## src/rtl/rob_pkg.sv

```systemverilog
// Shared types and constants for the reorder buffer and its pointer sub-module.
package rob_pkg;

    localparam int FLAG_W     = 4;
    localparam int REG_IDX_W  = 5;
    localparam int ROB_DATA_W = 64;

    // Bit positions inside the 4-bit flag word {negative, zero, overflow, carry_out}
    localparam int FLAG_C = 0;
    localparam int FLAG_V = 1;
    localparam int FLAG_Z = 2;
    localparam int FLAG_N = 3;

    // One ROB slot; data is sized for the widest supported result and
    // narrower configurations use the low DATA_W bits.
    typedef struct packed {
        logic                  done;
        logic                  mispredict;
        logic [REG_IDX_W-1:0]  rd;
        logic                  reg_write;
        logic                  set_flags;
        logic [ROB_DATA_W-1:0] data;
        logic [FLAG_W-1:0]     flags;
    } rob_entry_t;

    // Assemble a flag word from its individual condition bits.
    function automatic logic [FLAG_W-1:0] pack_flags(input logic n, input logic z,
                                                     input logic v, input logic c);
        logic [FLAG_W-1:0] f;
        f         = '0;
        f[FLAG_N] = n;
        f[FLAG_Z] = z;
        f[FLAG_V] = v;
        f[FLAG_C] = c;
        return f;
    endfunction

endpackage

```

## src/rtl/rob_ptr.sv

```systemverilog
// Wrapping head/tail pointer with a wrap bit in the MSB; load has priority over increment.
module rob_ptr #(
    parameter int PTR_W = 5
) (
    input  logic             clk,
    input  logic             reset,
    input  logic             inc,
    input  logic             load,
    input  logic [PTR_W-1:0] load_value,
    output logic [PTR_W-1:0] ptr
);

    // Pointer register: a load (flush recovery) overrides a normal advance.
    always_ff @(posedge clk or negedge reset) begin
        if (!reset) begin
            ptr <= '0;
        end else if (load) begin
            ptr <= load_value;
        end else if (inc) begin
            ptr <= ptr + PTR_W'(1);
        end
    end

endmodule

```

## src/rtl/reorder_buffer.sv

```systemverilog
// Circular reorder buffer: in-order dispatch, out-of-order writeback, in-order
// commit, and flush of all younger work when a mispredicted branch retires.
module reorder_buffer
    import rob_pkg::*;
#(
    parameter int  DEPTH  = 16,
    parameter int  DATA_W = 64,
    parameter int  NUM_WB = 2,
    localparam int TAG_W  = $clog2(DEPTH)
) (
    input  logic                     clk,
    input  logic                     reset,
    input  logic                     disp_valid,
    output logic                     disp_ready,
    input  logic [REG_IDX_W-1:0]     disp_rd,
    input  logic                     disp_reg_write,
    input  logic                     disp_set_flags,
    output logic [TAG_W-1:0]         disp_tag,
    input  logic [NUM_WB-1:0]        wb_valid,
    input  logic [NUM_WB*TAG_W-1:0]  wb_tag,
    input  logic [NUM_WB*DATA_W-1:0] wb_data,
    input  logic [NUM_WB*FLAG_W-1:0] wb_flags,
    input  logic [NUM_WB-1:0]        wb_mispredict,
    output logic                     commit_valid,
    input  logic                     commit_ready,
    output logic [REG_IDX_W-1:0]     commit_rd,
    output logic [DATA_W-1:0]        commit_data,
    output logic [FLAG_W-1:0]        commit_flags,
    output logic                     commit_reg_write,
    output logic                     commit_set_flags,
    output logic                     flush,
    output logic [TAG_W:0]           count,
    output logic                     empty,
    output logic                     full
);

    localparam int PTR_W  = TAG_W + 1;
    localparam int PORT_W = (NUM_WB > 1) ? $clog2(NUM_WB) : 1;

    logic [PTR_W-1:0]  head_ptr;
    logic [PTR_W-1:0]  tail_ptr;
    logic [PTR_W-1:0]  head_next;
    logic [TAG_W-1:0]  head_idx;
    logic [TAG_W-1:0]  tail_idx;
    rob_entry_t        entries [DEPTH];
    rob_entry_t        head_entry;
    logic              disp_fire;
    logic              commit_fire;
    logic              mispredict_commit;
    logic              flush_q;
    logic [DEPTH-1:0]  live;
    logic [DEPTH-1:0]  wb_hit;
    logic [DEPTH-1:0]  wb_accept;
    logic [PORT_W-1:0] wb_sel [DEPTH];

    assign head_idx  = head_ptr[TAG_W-1:0];
    assign tail_idx  = tail_ptr[TAG_W-1:0];
    assign head_next = head_ptr + PTR_W'(1);

    assign count = tail_ptr - head_ptr;
    assign empty = (count == '0);
    assign full  = (count == PTR_W'(DEPTH));
    assign flush = flush_q;

    assign disp_ready = !full && !flush_q;
    assign disp_fire  = disp_valid && disp_ready;
    assign disp_tag   = tail_idx;

    assign head_entry        = entries[head_idx];
    assign commit_valid      = !empty && head_entry.done;
    assign commit_fire       = commit_valid && commit_ready;
    assign mispredict_commit = commit_fire && head_entry.mispredict;

    assign commit_rd        = head_entry.rd;
    assign commit_data      = head_entry.data[DATA_W-1:0];
    assign commit_flags     = pack_flags(head_entry.flags[FLAG_N], head_entry.flags[FLAG_Z],
                                         head_entry.flags[FLAG_V], head_entry.flags[FLAG_C]);
    assign commit_reg_write = commit_fire && head_entry.reg_write;
    assign commit_set_flags = commit_fire && head_entry.set_flags;

    // Head advances on commit; a retiring mispredict snaps both pointers past itself.
    rob_ptr #(.PTR_W(PTR_W)) u_head (
        .clk        (clk),
        .reset      (reset),
        .inc        (commit_fire),
        .load       (mispredict_commit),
        .load_value (head_next),
        .ptr        (head_ptr)
    );

    rob_ptr #(.PTR_W(PTR_W)) u_tail (
        .clk        (clk),
        .reset      (reset),
        .inc        (disp_fire),
        .load       (mispredict_commit),
        .load_value (head_next),
        .ptr        (tail_ptr)
    );

    // An entry is live when its distance from head is less than the occupancy.
    always_comb begin
        logic [TAG_W-1:0] offset;
        offset = '0;
        for (int e = 0; e < DEPTH; e++) begin
            offset  = TAG_W'(e) - head_idx;
            live[e] = ({1'b0, offset} < count);
        end
    end

    // Per-entry priority decode: scanning ports high to low lets the lowest port win.
    always_comb begin
        for (int e = 0; e < DEPTH; e++) begin
            wb_hit[e] = 1'b0;
            wb_sel[e] = '0;
            for (int p = NUM_WB - 1; p >= 0; p--) begin
                if (wb_valid[p] && (wb_tag[p*TAG_W +: TAG_W] == TAG_W'(e))) begin
                    wb_hit[e] = 1'b1;
                    wb_sel[e] = PORT_W'(p);
                end
            end
            wb_accept[e] = wb_hit[e] && live[e] && !flush_q
                           && !(disp_fire && (tail_idx == TAG_W'(e)));
        end
    end

    // Entry array: dispatch initialises a slot, writeback completes it, and a
    // retiring mispredict invalidates every completion still in flight.
    always_ff @(posedge clk or negedge reset) begin
        if (!reset) begin
            for (int e = 0; e < DEPTH; e++) begin
                entries[e] <= '0;
            end
        end else begin
            for (int e = 0; e < DEPTH; e++) begin
                if (disp_fire && (tail_idx == TAG_W'(e))) begin
                    entries[e].done       <= 1'b0;
                    entries[e].mispredict <= 1'b0;
                    entries[e].rd         <= disp_rd;
                    entries[e].reg_write  <= disp_reg_write;
                    entries[e].set_flags  <= disp_set_flags;
                end else if (wb_accept[e]) begin
                    entries[e].done       <= 1'b1;
                    entries[e].mispredict <= wb_mispredict[wb_sel[e]];
                    entries[e].data       <= ROB_DATA_W'(wb_data[int'(wb_sel[e])*DATA_W +: DATA_W]);
                    entries[e].flags      <= wb_flags[int'(wb_sel[e])*FLAG_W +: FLAG_W];
                end
                if (mispredict_commit) begin
                    entries[e].done <= 1'b0;
                end
            end
        end
    end

    // Flush is a registered one-cycle pulse following a mispredict commit.
    always_ff @(posedge clk or negedge reset) begin
        if (!reset) begin
            flush_q <= 1'b0;
        end else begin
            flush_q <= mispredict_commit;
        end
    end

endmodule

```

## config.mk

```make
export PLATFORM = sky130hd
export DESIGN_NAME = reorder_buffer
export DESIGN_NICKNAME = d
export VERILOG_FILES = /design/src/rtl/rob_pkg.sv /design/src/rtl/rob_ptr.sv /design/src/rtl/reorder_buffer.sv
export SDC_FILE = /design/constraint.sdc
export NUM_CORES = 2
export LEC_CHECK = 0
export ABC_AREA = 0
export ABC_CLOCK_PERIOD_IN_PS = 5000
export CAP_MARGIN = 30
export CORE_MARGIN = 2
export CORE_UTILIZATION = 25
export CTS_CLUSTER_SIZE = 16
export DETAILED_ROUTE_END_ITERATION = 8
export PLACE_DENSITY = 0.49
export SETUP_SLACK_MARGIN = 0.4
export SYNTH_ARGS = -nofsm -noshare
export SYNTH_HDL_FRONTEND = slang
export SYNTH_SLANG_ARGS = --single-unit
```

## constraint.sdc

```tcl
create_clock -name clk -period 5 [get_ports clk]
set_input_delay 1 -clock clk [delete_from_list [all_inputs] [get_ports clk]]
set_output_delay 1 -clock clk [all_outputs]
set_load 0.05 [all_outputs]
```

==> impl_metrics.ini <==
[global_route]
grtUsageMet3_pct = 3.268
grt_start_max_net_pins = 138
grt_pass1_vias = 47140
grt_pass1_wl_um = 367300
grtUsageMet1_pct = 23.62
overflow = 0
grtUsageMet2_pct = 28.90
busiest_layer = met2
grt_usage_pct = 17.55
antenna_found_initial = 59

[critical_path]
worstReg2RegEnd = entries[1170]$_DFFE_PN0P_
arrival_ns = 3.50
critical_path.max_fanout = 11
reg2reg_depth = 14
required_ns = 4.00
cp-end-kind = output pin
path_class = reg2out
critPathLaunchType = register
r2r-start = u_tail.ptr[0]$_DFFE_PN0P_
r2r_slack_ns = 0.63

[yosys]
ys_ff_latch = 1243
postSynth.asyncResetShare_pct = 100.0
synth_simple_gate_area_share_pct = 1.721
ys_seq_area_share_pct = 43.87
synthFlopType = dfrtp_1
netlist_area_sq_um = 70890
muxShareOfSynthArea_pct = 48.09
synthAdderAreaFrac_pct = 0.4659
syn_area_per_cell_sq_um = 14.44
yosysWarnings = 0
synth_top_family_by_area = multiplexers
yosys.area_share.xor_xnor_pct = 0.3600
synth_nets = 5095
yosys.cell_types.count = 68
synth_edf_count = 0
synthCells = 4911
synth_compound_area_share_pct = 2.174

[cells_and_area]
fin_util_pct = 29.67
nNetsFinal = 5168
syn2layout_area_growth_pct = 18.15
drive_gt1_share_pct = 59.13

[timing]
setup_viol = 0
slew_violations = 0
relSlewSlack_pct = 29.95
timing.setup.tns_ns = 0
period_share_pct = 90.04
min_period_ns = 4.502
clock_skew_ns = 0.03966
final-hold-violation-count = 0
tightest_slew_ns = 1.051
rsz0062_at_grt = true
max_freq_ghz = 0.2221

[cts]
clock_latency_ns = 0.82
clockBufferDepth = 4
root_buffer = clkbuf_16
cts.sinks = 1243
cts_tree = built
h-tree-depth = 4
cts_made_buffers = 158
clk_pin_slew_ns = 0.06

[floorplanning]
start_util_pct = 25.11
core_sq_um = 282300
io_pins = 248
die_w_um = 536.5
die_height_um = 536.5
die-area_sq_um = 287900
num_rows = 195

[power]
pwr_density_cell_nw_per_um2 = 673.0
power_leakage_nw = 34.08
irDropWorstVdd_v = 0.0004251

[drt]
drc = 0
wl_um = 255800
vias_per_cell = 5.030
drt_iter0_drc = 2837
vias = 44530
ant_nets = 0
drt-pass1-iter-count = 6
wire_per_inst_um = 28.90

[outcome]
status = finished clean

[place]
dp_hpwl_um = 139100
io_buffers = 247
routabilityCongestion = 0.8221

[worst_hold_path]
hold_class = in2async

[job]
drv_cap = 0
cells in the final DEF, fill, tap and decap left out, drive strengths merged, types with 17 or more instances in the layout:
cell type	Yosys	final
mux2	2155	2155
dfrtp	1243	1243
nand3	31	31
a21oi	90	90
a211oi	17	17
nor2b	17	17
ha	24	24
nor3	32	32
diode	0	17
o21ai	18	18
buf	159	210
clkinv	1	19
clkbuf	357	238
dlygate4sd2	0	31
inv	24	29
clkdlybuf4s50	0	164
mux4	384	384
nand2	38	38
nor2	35	35
a31oi	68	68
mux2i	88	88
critical path, cell delays in order, from the launching register on:
cell	delay, ns
dfrtp_4	0.52
buf_4	0.15
buf_12	0.13
buf_16	0.20
mux4_2	0.52
mux4_2	0.54
a21boi_4	0.20
and3_1	0.23
buf_12	0.16
cells by family (layout without fill, tap and decap cells):
kind of cell	after synthesis	after routing
DFF	1243	1243
other	0	17
muxes	2627	2627
adders and majority gates	26	26
and+or+nand+nor	209	209
AOI/OAI and AO/OA	243	243
buffers and inverters	541	724
xor gates and xnor gates	22	22
Yosys cell counts (38+ instances only):
cell / count / share of area (%)
buf_2: 76 / 0.54
mux2_1: 51 / 0.81
mux2i_1: 88 / 1.2
buf_1: 42 / 0.22
mux4_2: 384 / 12
clkbuf_1: 357 / 1.9
a31oi_1: 68 / 0.60
mux2_2: 2024 / 32
mux2_4: 80 / 1.7
nand2_1: 38 / 0.20
a21oi_1: 89 / 0.63
dfrtp_1: 1243 / 44
metrics by stage:
stage / hold WS, ns / power, mW / instance area, sq um / setup WS (ns) / cells
detailed placement: 0.4691 / 45.09 / 78190 / 0.3572 / 8542
finish: 0.1545 / 56.37 / 83760 / 0.4982 / 8854
global placement: 0.4622 / 44.65 / 78150 / 0.3751 / 8540
global route: 0.1733 / 59.29 / 83730 / 0.3907 / 8840
floorplan: 0.4526 / 36.17 / 70930 / 0.4435 / 4911
CTS: 0.1942 / 56.99 / 83610 / 0.1499 / 8830
worst max path at each step:
stage | start | end | slack [ns] | depth (start not counted)
4_1_cts | u_head.ptr[1]$_DFFE_PN0P_ | commit_data[57] | 0.15 | 4
6_report | u_head.ptr[0]$_DFFE_PN0P_ | commit_set_flags | 0.50 | 8
5_1_grt | u_head.ptr[2]$_DFFE_PN0P_ | commit_set_flags | 0.39 | 8
3_5_place_dp | u_tail.ptr[0]$_DFFE_PN0P_ | entries[1136]$_DFFE_PN0P_ | 0.36 | 14
3_3_place_gp | u_tail.ptr[0]$_DFFE_PN0P_ | entries[1125]$_DFFE_PN0P_ | 0.38 | 14
2_1_floorplan | u_head.ptr[2]$_DFFE_PN0P_ | disp_ready | 0.44 | 12
flip-flops by register name, summed over array words and instances, names as in the netlist:
| signal | count |
|---|---|
| entries | 1232 |
| u_head.ptr | 5 |
| u_tail.ptr | 5 |
| flush | 1 |
report_power, final:
part           internal, mW  leakage (nW)  switching, mW  total, mW
sequential             15.1          15.0           2.54       17.6
combinational          13.2          16.6           14.2       27.4
clock                  6.67          2.45           4.66       11.3
final cells by class:
class                   instances  area, sq um
diodes                         17        42.54
clock buffers                 237         4654
clock inverters                33        344.1
fillers                     28130       198500
inverters                      25        110.1
multi-input cells            3127        37840
flip-flops and latches       1243        31120
well taps                    3743         4683
repair buffers                429         4976
routing by layer:
metal	routed length, um	part of all wire, %	vias to the layer above
met5	296	0.12	-
met2	122100	48	1074
met3	12960	5.1	391
met1	113800	44	24280
li1	-	-	18740
met4	6680	2.6	52
what timing repair did:
item	in CTS	in global routing
resized for setup	96	11
hold buffers	0	0
cloned	8	1
setup endpoints to repair	93	46
pin swaps	1	1
setup buffers	10	6
Note: power is estimated with default switching activity, not from simulation.
